File: src/rtl/fft4_out_serializer.sv
// rtl/fft4_out_serializer.sv - ping-pong buffered serializer for 4-bin complex FFT frames
module fft4_out_serializer #(
   parameter int DATA_WIDTH = 8
) (
   input  logic                         clk,
   input  logic                         rst_n,
   input  logic                         in_valid,
   input  logic signed [DATA_WIDTH+1:0] in0_real,
   input  logic signed [DATA_WIDTH+1:0] in0_imag,
   input  logic signed [DATA_WIDTH+1:0] in1_real,
   input  logic signed [DATA_WIDTH+1:0] in1_imag,
   input  logic signed [DATA_WIDTH+1:0] in2_real,
   input  logic signed [DATA_WIDTH+1:0] in2_imag,
   input  logic signed [DATA_WIDTH+1:0] in3_real,
   input  logic signed [DATA_WIDTH+1:0] in3_imag,
   output logic signed [DATA_WIDTH+1:0] out_real,
   output logic signed [DATA_WIDTH+1:0] out_imag,
   output logic [1:0]                   out_idx,
   output logic                         out_last,
   output logic                         out_valid,
   input  logic                         out_ready,
   output logic                         overflow,
   output logic [1:0]                   frames
);

   localparam int SW = DATA_WIDTH + 2;

   // Two frame slots of four complex bins; contents are never reset.
   logic signed [SW-1:0] buf_real_q [2][4];
   logic signed [SW-1:0] buf_real_d [2][4];
   logic signed [SW-1:0] buf_imag_q [2][4];
   logic signed [SW-1:0] buf_imag_d [2][4];

   logic                 wr_ptr_q, wr_ptr_d;
   logic                 rd_ptr_q, rd_ptr_d;
   logic [1:0]           count_q, count_d;
   logic [1:0]           idx_q, idx_d;
   logic                 overflow_q, overflow_d;

   logic signed [SW-1:0] in_real [4];
   logic signed [SW-1:0] in_imag [4];
   logic                 xfer;
   logic                 last_xfer;
   logic                 accept;

   // Gather the flat input ports into indexable bin arrays.
   always_comb begin
      in_real[0] = in0_real;
      in_real[1] = in1_real;
      in_real[2] = in2_real;
      in_real[3] = in3_real;
      in_imag[0] = in0_imag;
      in_imag[1] = in1_imag;
      in_imag[2] = in2_imag;
      in_imag[3] = in3_imag;
   end

   // Handshake decode: a full buffer can still take a frame when its oldest frame leaves this cycle.
   always_comb begin
      xfer      = (count_q != 2'd0) && out_ready;
      last_xfer = xfer && (idx_q == 2'd3);
      accept    = in_valid && ((count_q < 2'd2) || last_xfer);
   end

   // Next-state for pointers, occupancy, bin index, sticky overflow and buffer slots.
   always_comb begin
      buf_real_d = buf_real_q;
      buf_imag_d = buf_imag_q;
      wr_ptr_d   = wr_ptr_q;
      rd_ptr_d   = rd_ptr_q;
      idx_d      = idx_q;
      overflow_d = overflow_q;
      count_d    = count_q + {1'b0, accept} - {1'b0, last_xfer};

      if (accept) begin
         for (int b = 0; b < 4; b++) begin
            buf_real_d[wr_ptr_q][b] = in_real[b];
            buf_imag_d[wr_ptr_q][b] = in_imag[b];
         end
         wr_ptr_d = ~wr_ptr_q;
      end else if (in_valid) begin
         overflow_d = 1'b1;
      end

      if (xfer) begin
         idx_d = idx_q + 2'd1;
      end
      if (last_xfer) begin
         rd_ptr_d = ~rd_ptr_q;
      end
   end

   // Control state, cleared asynchronously so a reset mid-frame discards everything buffered.
   always_ff @(posedge clk or negedge rst_n) begin
      if (!rst_n) begin
         wr_ptr_q   <= 1'b0;
         rd_ptr_q   <= 1'b0;
         count_q    <= 2'd0;
         idx_q      <= 2'd0;
         overflow_q <= 1'b0;
      end else begin
         wr_ptr_q   <= wr_ptr_d;
         rd_ptr_q   <= rd_ptr_d;
         count_q    <= count_d;
         idx_q      <= idx_d;
         overflow_q <= overflow_d;
      end
   end

   // Frame storage; validity is tracked by count_q so the data itself needs no reset.
   always_ff @(posedge clk) begin
      buf_real_q <= buf_real_d;
      buf_imag_q <= buf_imag_d;
   end

   // Serial output: current bin of the read slot, forced to zero while the buffer is empty.
   always_comb begin
      out_valid = (count_q != 2'd0);
      out_idx   = idx_q;
      out_last  = out_valid && (idx_q == 2'd3);
      overflow  = overflow_q;
      frames    = count_q;
      if (out_valid) begin
         out_real = buf_real_q[rd_ptr_q][idx_q];
         out_imag = buf_imag_q[rd_ptr_q][idx_q];
      end else begin
         out_real = '0;
         out_imag = '0;
      end
   end

endmodule

File: config.mk
export PLATFORM = sky130hd
export DESIGN_NAME = fft4_out_serializer
export DESIGN_NICKNAME = d
export VERILOG_FILES = /design/src/rtl/fft4_out_serializer.sv
export SDC_FILE = /design/constraint.sdc
export NUM_CORES = 1
export LEC_CHECK = 0
export BUFFER_PORTS_ARGS = -buffer_cell sky130_fd_sc_hd__buf_2
export CORE_MARGIN = 2
export CORE_UTILIZATION = 40
export DETAILED_ROUTE_END_ITERATION = 8
export HOLD_SLACK_MARGIN = 0.05
export PLACE_DENSITY = 0.7
export SKIP_CTS_REPAIR_TIMING = 1
export SYNTH_ARGS = -nofsm -noshare
export SYNTH_HDL_FRONTEND = slang
export SYNTH_SLANG_ARGS = --single-unit
File: constraint.sdc
create_clock -name clk -period 8.4 [get_ports clk]
set_clock_uncertainty 0.15 [all_clocks]
set_input_delay 0.42 -clock clk [delete_from_list [all_inputs] [get_ports clk]]
set_output_delay 0.42 -clock clk [all_outputs]
set_load 0.02 [all_outputs]
==> results.tsv, run 1 <==
metric	value	unit
status	finished clean	
Clock Sink Count	167	
initial antenna violation count	1	
first-pass GRT wire length	20.8	mm
Synth Area per Inst	16.5	um2
I/O Pins	111	
Post-Route WL	14.3	mm
clock slew seen by the registers of the worst setup and hold paths	0.06	ns
top cells by area, synth	edfxtp_1 (70%), mux2_1 (7.0%), nor2b_1 (3.6%), mux2_2 (2.9%), dfrtp_1 (2.5%)	
routed via count	4035	
Crit-path slowest cell	buf_4	
Post-Syn Instances	416	
crit path launch	rd_ptr_q	
Max Slew Vio Count	0	
I/O Buffers	110	
Placed Cells	723	
worst r2r src	wr_ptr_q	
Core ar.	0.0167	mm2
critical path endpoint	out_real[1]	
CTS Buf Count	17	
reg2reg end	buf_imag_q[54]	
gr ovfl total	0	
filler instances	1371	
final hold viol count	0	
clk buf depth	2	
largest net degree at the start of global routing	90	
HPWL after detailed placement	9.05	mm
Iteration-0 DRC Markers	311	
leakage	3.13	nW
R2R Setup Slk	5.34	ns
netlist area before placement	0.00688	mm2
DRC Markers	0	
Initial Util	41.2	%
FF+latch count, synth	167	
Layout Area Growth over Synthesis	27.4	%
# Max-Cap Violations	0	
worst endpoint data arrival time	2.83	ns
Final Net Count	663	
Overall Power	3.11	mW
Ys Warns	0	
Die X	135	um
vias per cell	4.98	
vias in the first global route	3922	
commonest non-fill, non-tap cell in the layout	edfxtp_1	
non-filler instance count after layout	810	
Crit. End Element	primary output	
crit path cell chain	buf_4 -> mux2_1 -> o21ai_0 -> nor3_1 -> buf_2	
Crit path depth	5	
post-synthesis cell type count	27	
Finish-stage setup viols	0	
DR WL/cell	17.7	um
number of cell rows	47	
total negative slack	0	ns
CP Data Required Time	7.83	ns
Relative slew margins	18.4	%
fin crit share	40.5	%
startpoint types	flip-flop	
sequential element share of the synthesized area	72.4	%
Die ar.	0.0183	mm2
Fmax	294	MHz
chip height	135	um
1st-pass router iterations	6	
Final Util	52.4	%
Buffers & Inverters on Critical Path	2	
Clk Latency, worst-skew pair	0.41	ns
Main synth FF type	edfxtp_1	
Peak VDD IR	0.000167	V
root buffer cell	clkbuf_16	
unrepaired setup endpoints after global routing	no	
Routed Antenna Nets	0	
cells on worst reg2reg path	2	
Post-synth EDFFs	160	
kind of critical path	flip-flop to primary output	
commonest non-fill, non-tap cells in the layout	edfxtp_1 (160), buf_2 (110), dlygate4sd3_1 (54)	
share of the synthesized area in the top cell type	69.9	%
Tmin final	3.40	ns
worst-path fanout max	89	
total track usage	15.3	%
actual slew at the worst max-slew pin	1.22	ns
Hold WC Path Type	primary input to flip-flop	
CTS tree	built	
Pwr Density	355	mW/mm2
dominant cell type by area after synthesis	edfxtp_1	
Top delay family on crit path	buffers and inverters	
peak per-stage delay on the critical path	0.79	ns
fraction of layout cells with a size suffix above 1	29.2	%
routability cong.	0.809	
Syn Nets	503	
H-tree lvl count	4	
asr flop ratio synth	4.19	%
## through the flow
step / setup slack [ns] / area (um2) / hold WS, ns
after floorplan: 3.42 / 6880 / -0.0256
after global placement: 5.33 / 7580 / 0.107
after detailed placement: 5.30 / 7580 / 0.110
after CTS: 4.98 / 8220 / -0.339
after global routing: 4.86 / 8760 / 0.0523
final: 5.00 / 8760 / 0.0676
## registers in the layout, indices dropped and copies added, names as in the netlist
| signal | count |
|---|---|
| buf_real_q | 80 |
| rd_ptr_q | 1 |
| buf_imag_q | 80 |
| wr_ptr_q | 1 |
| frames | 2 |
| overflow | 1 |
| out_idx | 2 |
## worst min path at each step
stage / startpoint / to / depth (start not counted)
floorplan: rst_n / frames[0] / 0
global placement: rst_n / frames[0] / 1
detailed placement: rst_n / out_idx[0] / 1
CTS: rst_n / out_idx[0] / 1
global route: in2_imag[7] / buf_imag_q[57] / 1
finish: in2_imag[7] / buf_imag_q[57] / 1
## per-layer routing
layer / global-route usage, % / wire length (um) / part of all wire, % / up-vias
li1: - / - / - / 1921
met3: 4.50 / 639 / 4.5 / 22
met4: 6.42 / 309 / 2.2 / 0
met1: 19.3 / 6230 / 44 / 1976
met5: 0 / 0 / 0 / -
met2: 24.8 / 7120 / 50 / 116
## worst register-to-register path, cell delays in order, from the launching register on
cell and delay, ns:
dfrtp_1 0.84, nor2_4 1.05, buf_4 0.64
## cell type report
cell class	count	area, um2	area share [%]
Sequential cell	167	4980	56.9
Tap cell	220	275	3.14
Antenna cell	1	2.50	0.0286
Timing Repair Buffer	166	1110	12.6
Clock buffer	18	429	4.90
Multi-Input combinational cell	222	1750	20.0
Inverter	2	7.51	0.0857
Clock inverter	14	206	2.36
## kinds of logic (layout without fill, tap and decap cells)
| family | after synthesis | in the layout | synth area share [%] |
|---|---|---|---|
| multiplexers | 61 | 61 | 9.99 |
| AO/OA/AOI/OAI | 62 | 62 | 5.71 |
| adder cells (fa/ha/maj) | 3 | 3 | 0.546 |
| flip-flops | 167 | 167 | 72.4 |
| XOR/XNOR | 5 | 5 | 0.637 |
| other | 0 | 1 | 0 |
| AND/OR/NAND/NOR | 91 | 91 | 8.35 |
| buffers and inverters | 27 | 200 | 2.33 |
## report_power, final
group	leakage, nW	internal (mW)	total, mW	switching [mW]
Combinational	1.26	0.382	1.05	0.672
Sequential	1.56	1.14	1.23	0.0845
Clock	0.309	0.525	0.825	0.300
Total	3.13	2.05	3.11	1.06
## cells in the mapped netlist, drive strengths merged, types with 4 or more instances
cell type,n
and2,21
a211oi,20
nor2b,40
edfxtp,160
nor3,20
o22ai,20
xnor2,4
dfrtp,7
mux2,61
o21ai,20
clkbuf,13
buf,12
(Power assumes the default switching activity.)
==> run 2, diff against run 1 <==
--- a/config.mk
+++ b/config.mk
@@ -10,7 +10,7 @@
 export CORE_UTILIZATION = 40
 export DETAILED_ROUTE_END_ITERATION = 8
 export HOLD_SLACK_MARGIN = 0.05
-export PLACE_DENSITY = 0.7
+export PLACE_DENSITY = 0.72
 export SKIP_CTS_REPAIR_TIMING = 1
 export SYNTH_ARGS = -nofsm -noshare
 export SYNTH_HDL_FRONTEND = slang
==> constraint.sdc (replaced) <==
create_clock -name clk -period 2.9 [get_ports clk]
set_clock_uncertainty 0.15 [all_clocks]
set_input_delay 0.145 -clock clk [delete_from_list [all_inputs] [get_ports clk]]
set_output_delay 0.145 -clock clk [all_outputs]
set_load 0.02 [all_outputs]
==> run 2 against run 1 <==
  * Clock-buffer cell count unchanged
  * Setup slack worse by 4.8 ns
  * Clock power rose to 2.6 times the previous value
  * Combinational power rose to 3.1 times the previous value
  * Via count up 5.2%
  * First-iteration DRC count up 2.6%
  * Cell area up 3.9%
  * Flip-flop and latch count unchanged
==> results.tsv, run 2 (synthesis gave the netlist of run 1 again) <==
metric	value	unit
commonest non-fill, non-tap cell in the layout	edfxtp_1	
Hold WC Path Type	primary input to flip-flop	
number of cell rows	47	
total track usage	16.1	%
crit path launch	rd_ptr_q	
CP Data Required Time	2.61	ns
H-tree lvl count	4	
kind of critical path	flip-flop to primary output	
initial antenna violation count	0	
DR WL/cell	17.8	um
pre-CTS setup slack	0.660	ns
I/O Pins	111	
post-route setup slack	0.208	ns
DP Area	0.00767	mm2
cells on worst reg2reg path	7	
startpoint types	flip-flop	
top flop regs	buf_imag_q (80), buf_real_q (80)	
Routed Antenna Nets	0	
final hold viol count	0	
commonest non-fill, non-tap cells in the layout	edfxtp_1 (160), buf_2 (110), dlygate4sd3_1 (85)	
chip height	135	um
worst r2r src	frames[1]	
DRC Markers	0	
final instance area	0.00910	mm2
R2R Setup Slk	0.57	ns
Layout Area Growth over Synthesis	32.3	%
# Max-Cap Violations	0	
Placed Cells	730	
vias in the first global route	4077	
reg2reg end	frames[1]	
HPWL after detailed placement	9.77	mm
Final Util	54.5	%
Post-Route WL	15.1	mm
Core ar.	0.0167	mm2
Final Net Count	701	
CTS tree	built	
total negative slack	0	ns
fraction of layout cells with a size suffix above 1	28.8	%
worst-path fanout max	46	
worst endpoint data arrival time	2.40	ns
Peak VDD IR	0.000574	V
clk buf depth	2	
actual slew at the worst max-slew pin	0.803	ns
gr ovfl total	0	
Fmax	371	MHz
fin crit share	92.8	%
vias per cell	5.02	
first-pass GRT wire length	21.7	mm
Initial Util	41.2	%
CTS Buf Count	17	
Crit. End Element	primary output	
largest net degree at the start of global routing	65	
critical path endpoint	out_imag[0]	
Tmin final	2.69	ns
status	finished clean	
Finish-stage setup viols	0	
Iteration-0 DRC Markers	319	
Clk Latency, worst-skew pair	0.41	ns
Max Slew Vio Count	0	
Die ar.	0.0183	mm2
leakage	3.26	nW
routed via count	4245	
clock slew seen by the registers of the worst setup and hold paths	0.06	ns
routability cong.	0.802	
Die X	135	um
unrepaired setup endpoints after global routing	no	
I/O Buffers	110	
Ant. Diodes	0	
Overall Power	8.94	mW
1st-pass router iterations	5	
final hold slack	0.304	ns
non-filler instance count after layout	846	
Clock Sink Count	167	
root buffer cell	clkbuf_16	
Relative slew margins	46.3	%
Pwr Density	982	mW/mm2
[run 2: changes by cell type in the layout (fill, tap and decap cells not counted), sizes merged, moves of 3 or more]
cell,previous run,this run
dlygate4sd3,54,85
clkinv,8,2
inv,2,5
buf,112,119
bufinv,5,2
clkinvlp,1,6
[run 2: layer usage]
metal	wire length [um]	GRT usage, %
met1	6490	19.9
met2	7490	26.1
met3	785	4.65
met4	282	7.41
met5	0	0
[run 2: critical path, stage by stage, from the launching register on]
cell and delay (ns):
dfrtp_4 0.78, buf_12 0.30, mux2_2 0.38, o22ai_1 0.21, nor3_1 0.09, buf_2 0.17
[run 2: power breakdown]
part           internal [mW]  switching (mW)
sequential              3.30           0.249
clock                   1.27           0.906
combinational           1.22            1.99
total                   5.79            3.15
[run 2: how the worst min path moves through the flow]
| stage | startpoint | endpoint | slack [ns] | cells after the start |
|---|---|---|---|---|
| finish | in2_real[0] | buf_real_q[10] | 0.30 | 2 |
| CTS | rst_n | overflow | -0.60 | 1 |
| global placement | rst_n | wr_ptr_q | -0.17 | 1 |
| global route | in2_real[0] | buf_real_q[10] | 0.30 | 2 |
| detailed placement | rst_n | wr_ptr_q | -0.16 | 1 |
| floorplan | rst_n | frames[0] | -0.30 | 0 |
[run 2: layout make-up]
cell class	instances	area, um2
clock buffer	18	429
fill	1368	7600
sequential	167	4980
multi-input combinational	222	1750
inverter	2	7.51
timing repair buffer	204	1510
tap	220	275
clock inverter	13	149
==> run 3, diff against run 2 <==
--- a/config.mk
+++ b/config.mk
@@ -6,11 +6,13 @@
 export NUM_CORES = 1
 export LEC_CHECK = 0
 export BUFFER_PORTS_ARGS = -buffer_cell sky130_fd_sc_hd__buf_2
+export CORE_ASPECT_RATIO = 2
 export CORE_MARGIN = 2
 export CORE_UTILIZATION = 40
 export DETAILED_ROUTE_END_ITERATION = 8
 export HOLD_SLACK_MARGIN = 0.05
-export PLACE_DENSITY = 0.72
+export PLACE_DENSITY = 0.7
+export RECOVER_POWER = 50
 export SKIP_CTS_REPAIR_TIMING = 1
 export SYNTH_ARGS = -nofsm -noshare
 export SYNTH_HDL_FRONTEND = slang
==> constraint.sdc (replaced) <==
create_clock -name clk -period 3.1 [get_ports clk]
set_clock_uncertainty 0.15 [all_clocks]
set_input_delay 0.155 -clock clk [delete_from_list [all_inputs] [get_ports clk]]
set_output_delay 0.155 -clock clk [all_outputs]
set_load 0.02 [all_outputs]
==> run 3 against run 2 <==
  * The run now ends with capacitance limit, slew limit left
  * Via count down 0.31%
  * Sequential power down 5.9%
  * Core utilization down 0.75 points
  * Hold slack better by 0.021 ns
  * Largest cell class unchanged
  * Largest power group unchanged
==> results.tsv, run 3 (synthesis gave the netlist of run 1 again) <==
metric	value	unit
CTS Buf Count	17	
filler instances	1421	
footprint of the multi-input gates	0.00174	mm2
first-pass GRT wire length	23.3	mm
Placed Cells	719	
Worst Hold Launch	in1_real[8]	
Crit. End Element	primary output	
Fmax	359	MHz
kind of critical path	flip-flop to primary output	
Seq pwr share	40.0	%
reg2reg end	buf_imag_q[11]	
fraction of layout cells with a size suffix above 1	19.7	%
vias in the first global route	4155	
failing checks	capacitance limit, slew limit	
commonest non-fill, non-tap cells in the layout	edfxtp_1 (160), dlygate4sd3_1 (85), buf_2 (58)	
commonest non-fill, non-tap cell in the layout	edfxtp_1	
vias per cell	5.06	
R2R Setup Slk	0.31	ns
routed via count	4232	
Iteration-0 DRC Markers	238	
cells on worst reg2reg path	4	
non-filler instance count after layout	836	
Peak VDD IR	0.000695	V
Pwr Density	929	mW/mm2
I/O Pins	111	
clk buf depth	2	
Routed Antenna Nets	0	
final instance area	0.00901	mm2
Die X	96.7	um
Crit-path slowest cell	dfrtp_4	
Finish-stage setup viols	0	
final hold viol count	0	
Top delay family on crit path	flip-flops	
chip height	189	um
Max Slew Vio Count	43	
Gate power share	36.0	%
DRC Markers	0	
Clock Sink Count	167	
unrepaired setup endpoints after global routing	no	
clock slew seen by the registers of the worst setup and hold paths	0.06	ns
# Max-Cap Violations	1	
H-tree lvl count	4	
startpoint types	flip-flop	
crit path cell chain	buf_4 -> mux2_1 -> o22ai_1 -> nor3_2 -> buf_2	
worst-path fanout max	45	
worst endpoint data arrival time	2.48	ns
Hold Crit Depth	2	
Layout Area Growth over Synthesis	31.0	%
Hold WC Path Type	primary input to flip-flop	
number of cell rows	67	
register area	0.00498	mm2
I/O Buffers	110	
total negative slack	0	ns
Buffers & Inverters on Critical Path	2	
sw power	2.97	mW
worst r2r src	out_idx[0]	
largest net degree at the start of global routing	60	
top flop regs	buf_imag_q (80), buf_real_q (80)	
CTS tree	built	
fin crit share	90.0	%
Die ar.	0.0183	mm2
Initial Util	41.0	%
CP Data Required Time	2.79	ns
1st-pass router iterations	4	
P_int	5.40	mW
Clk Latency, worst-skew pair	0.42	ns
DR WL/cell	19.6	um
total track usage	17.4	%
Final Net Count	703	
leakage	3.12	nW
DP Area	0.00767	mm2
Relative slew margins	-15.6	%
status	finished with violations	
HPWL after detailed placement	11.1	mm
Tmin final	2.79	ns
Post-Route WL	16.4	mm
Ant. Diodes	0	
peak per-stage delay on the critical path	0.84	ns
switching part of the total	35.4	%
clock network fraction of total power	24.1	%
Hold Path Sink	buf_real_q[68]	
actual slew at the worst max-slew pin	1.73	ns
initial antenna violation count	0	
routability cong.	0.782	
root buffer cell	clkbuf_16	
Core ar.	0.0168	mm2
gr ovfl total	0	
run 3: changes by cell type in the layout (fill, tap and decap cells not counted), sizes merged:
cell	change
inv	-1
clkinvlp	-4
clkbuf	+53
buf	-50
clkinv	+5
run 3: metrics by stage:
step | hold slack (ns) | utilization, % | setup slack [ns] | power, mW
floorplan | -0.291 | - | 0.340 | 5.36
global placement | -0.142 | 45.7 | 0.803 | 6.26
detailed placement | -0.142 | 45.7 | 0.771 | 6.34
CTS | -0.590 | 49.1 | 0.304 | 8.35
global route | 0.318 | 53.7 | 0.115 | 8.76
finish | 0.325 | 53.7 | 0.311 | 8.37
run 3: worst max path at each step:
| stage | start | end | slack, ns | cells past startpoint |
|---|---|---|---|---|
| after floorplan | out_idx[0] | buf_imag_q[40] | 0.34 | 4 |
| after global placement | rd_ptr_q | out_imag[2] | 0.80 | 5 |
| after detailed placement | rd_ptr_q | out_real[2] | 0.77 | 5 |
| after CTS | rd_ptr_q | out_imag[2] | 0.30 | 5 |
| after global routing | out_idx[1] | buf_real_q[32] | 0.12 | 4 |
| final | rd_ptr_q | out_real[2] | 0.31 | 5 |
run 3: layer usage:
| layer | up-vias | wire length, um | global-route usage (%) |
|---|---|---|---|
| met5 | - | 0 | 0 |
| met3 | 24 | 425 | 3.51 |
| met2 | 113 | 9690 | 34.4 |
| met4 | 0 | 613 | 8.67 |
| met1 | 2097 | 5650 | 16.4 |
| li1 | 1998 | - | - |
run 3: worst reg2reg max path: cells and delay by family, from the launching register on:
kind / cells / cell delay [ns]
fa+ha+maj: 1 / 0.24
buf+inv: 1 / 0.41
compound gates: 1 / 0.18
simple gates: 1 / 0.93
flops: 1 / 0.48
run 3: area by class of cell:
class / instances / share of cell area, %
Timing Repair Buffer: 206 / 16.1
Clock buffer: 19 / 4.81
Inverter: 2 / 0.0833
Sequential cell: 167 / 55.3
Clock inverter: 13 / 1.44
Tap cell: 207 / 2.87
Multi-Input combinational cell: 222 / 19.3
run 3: power by group through the flow:
stage | clock, mW | combinational (mW) | sequential [mW]
finish | 2.02 | 3.01 | 3.34
global route | 2.12 | 3.24 | 3.40
CTS | 2.04 | 2.96 | 3.35
detailed placement | 0 | 2.94 | 3.40
global placement | 0 | 2.89 | 3.37
floorplan | 0 | 2.09 | 3.27
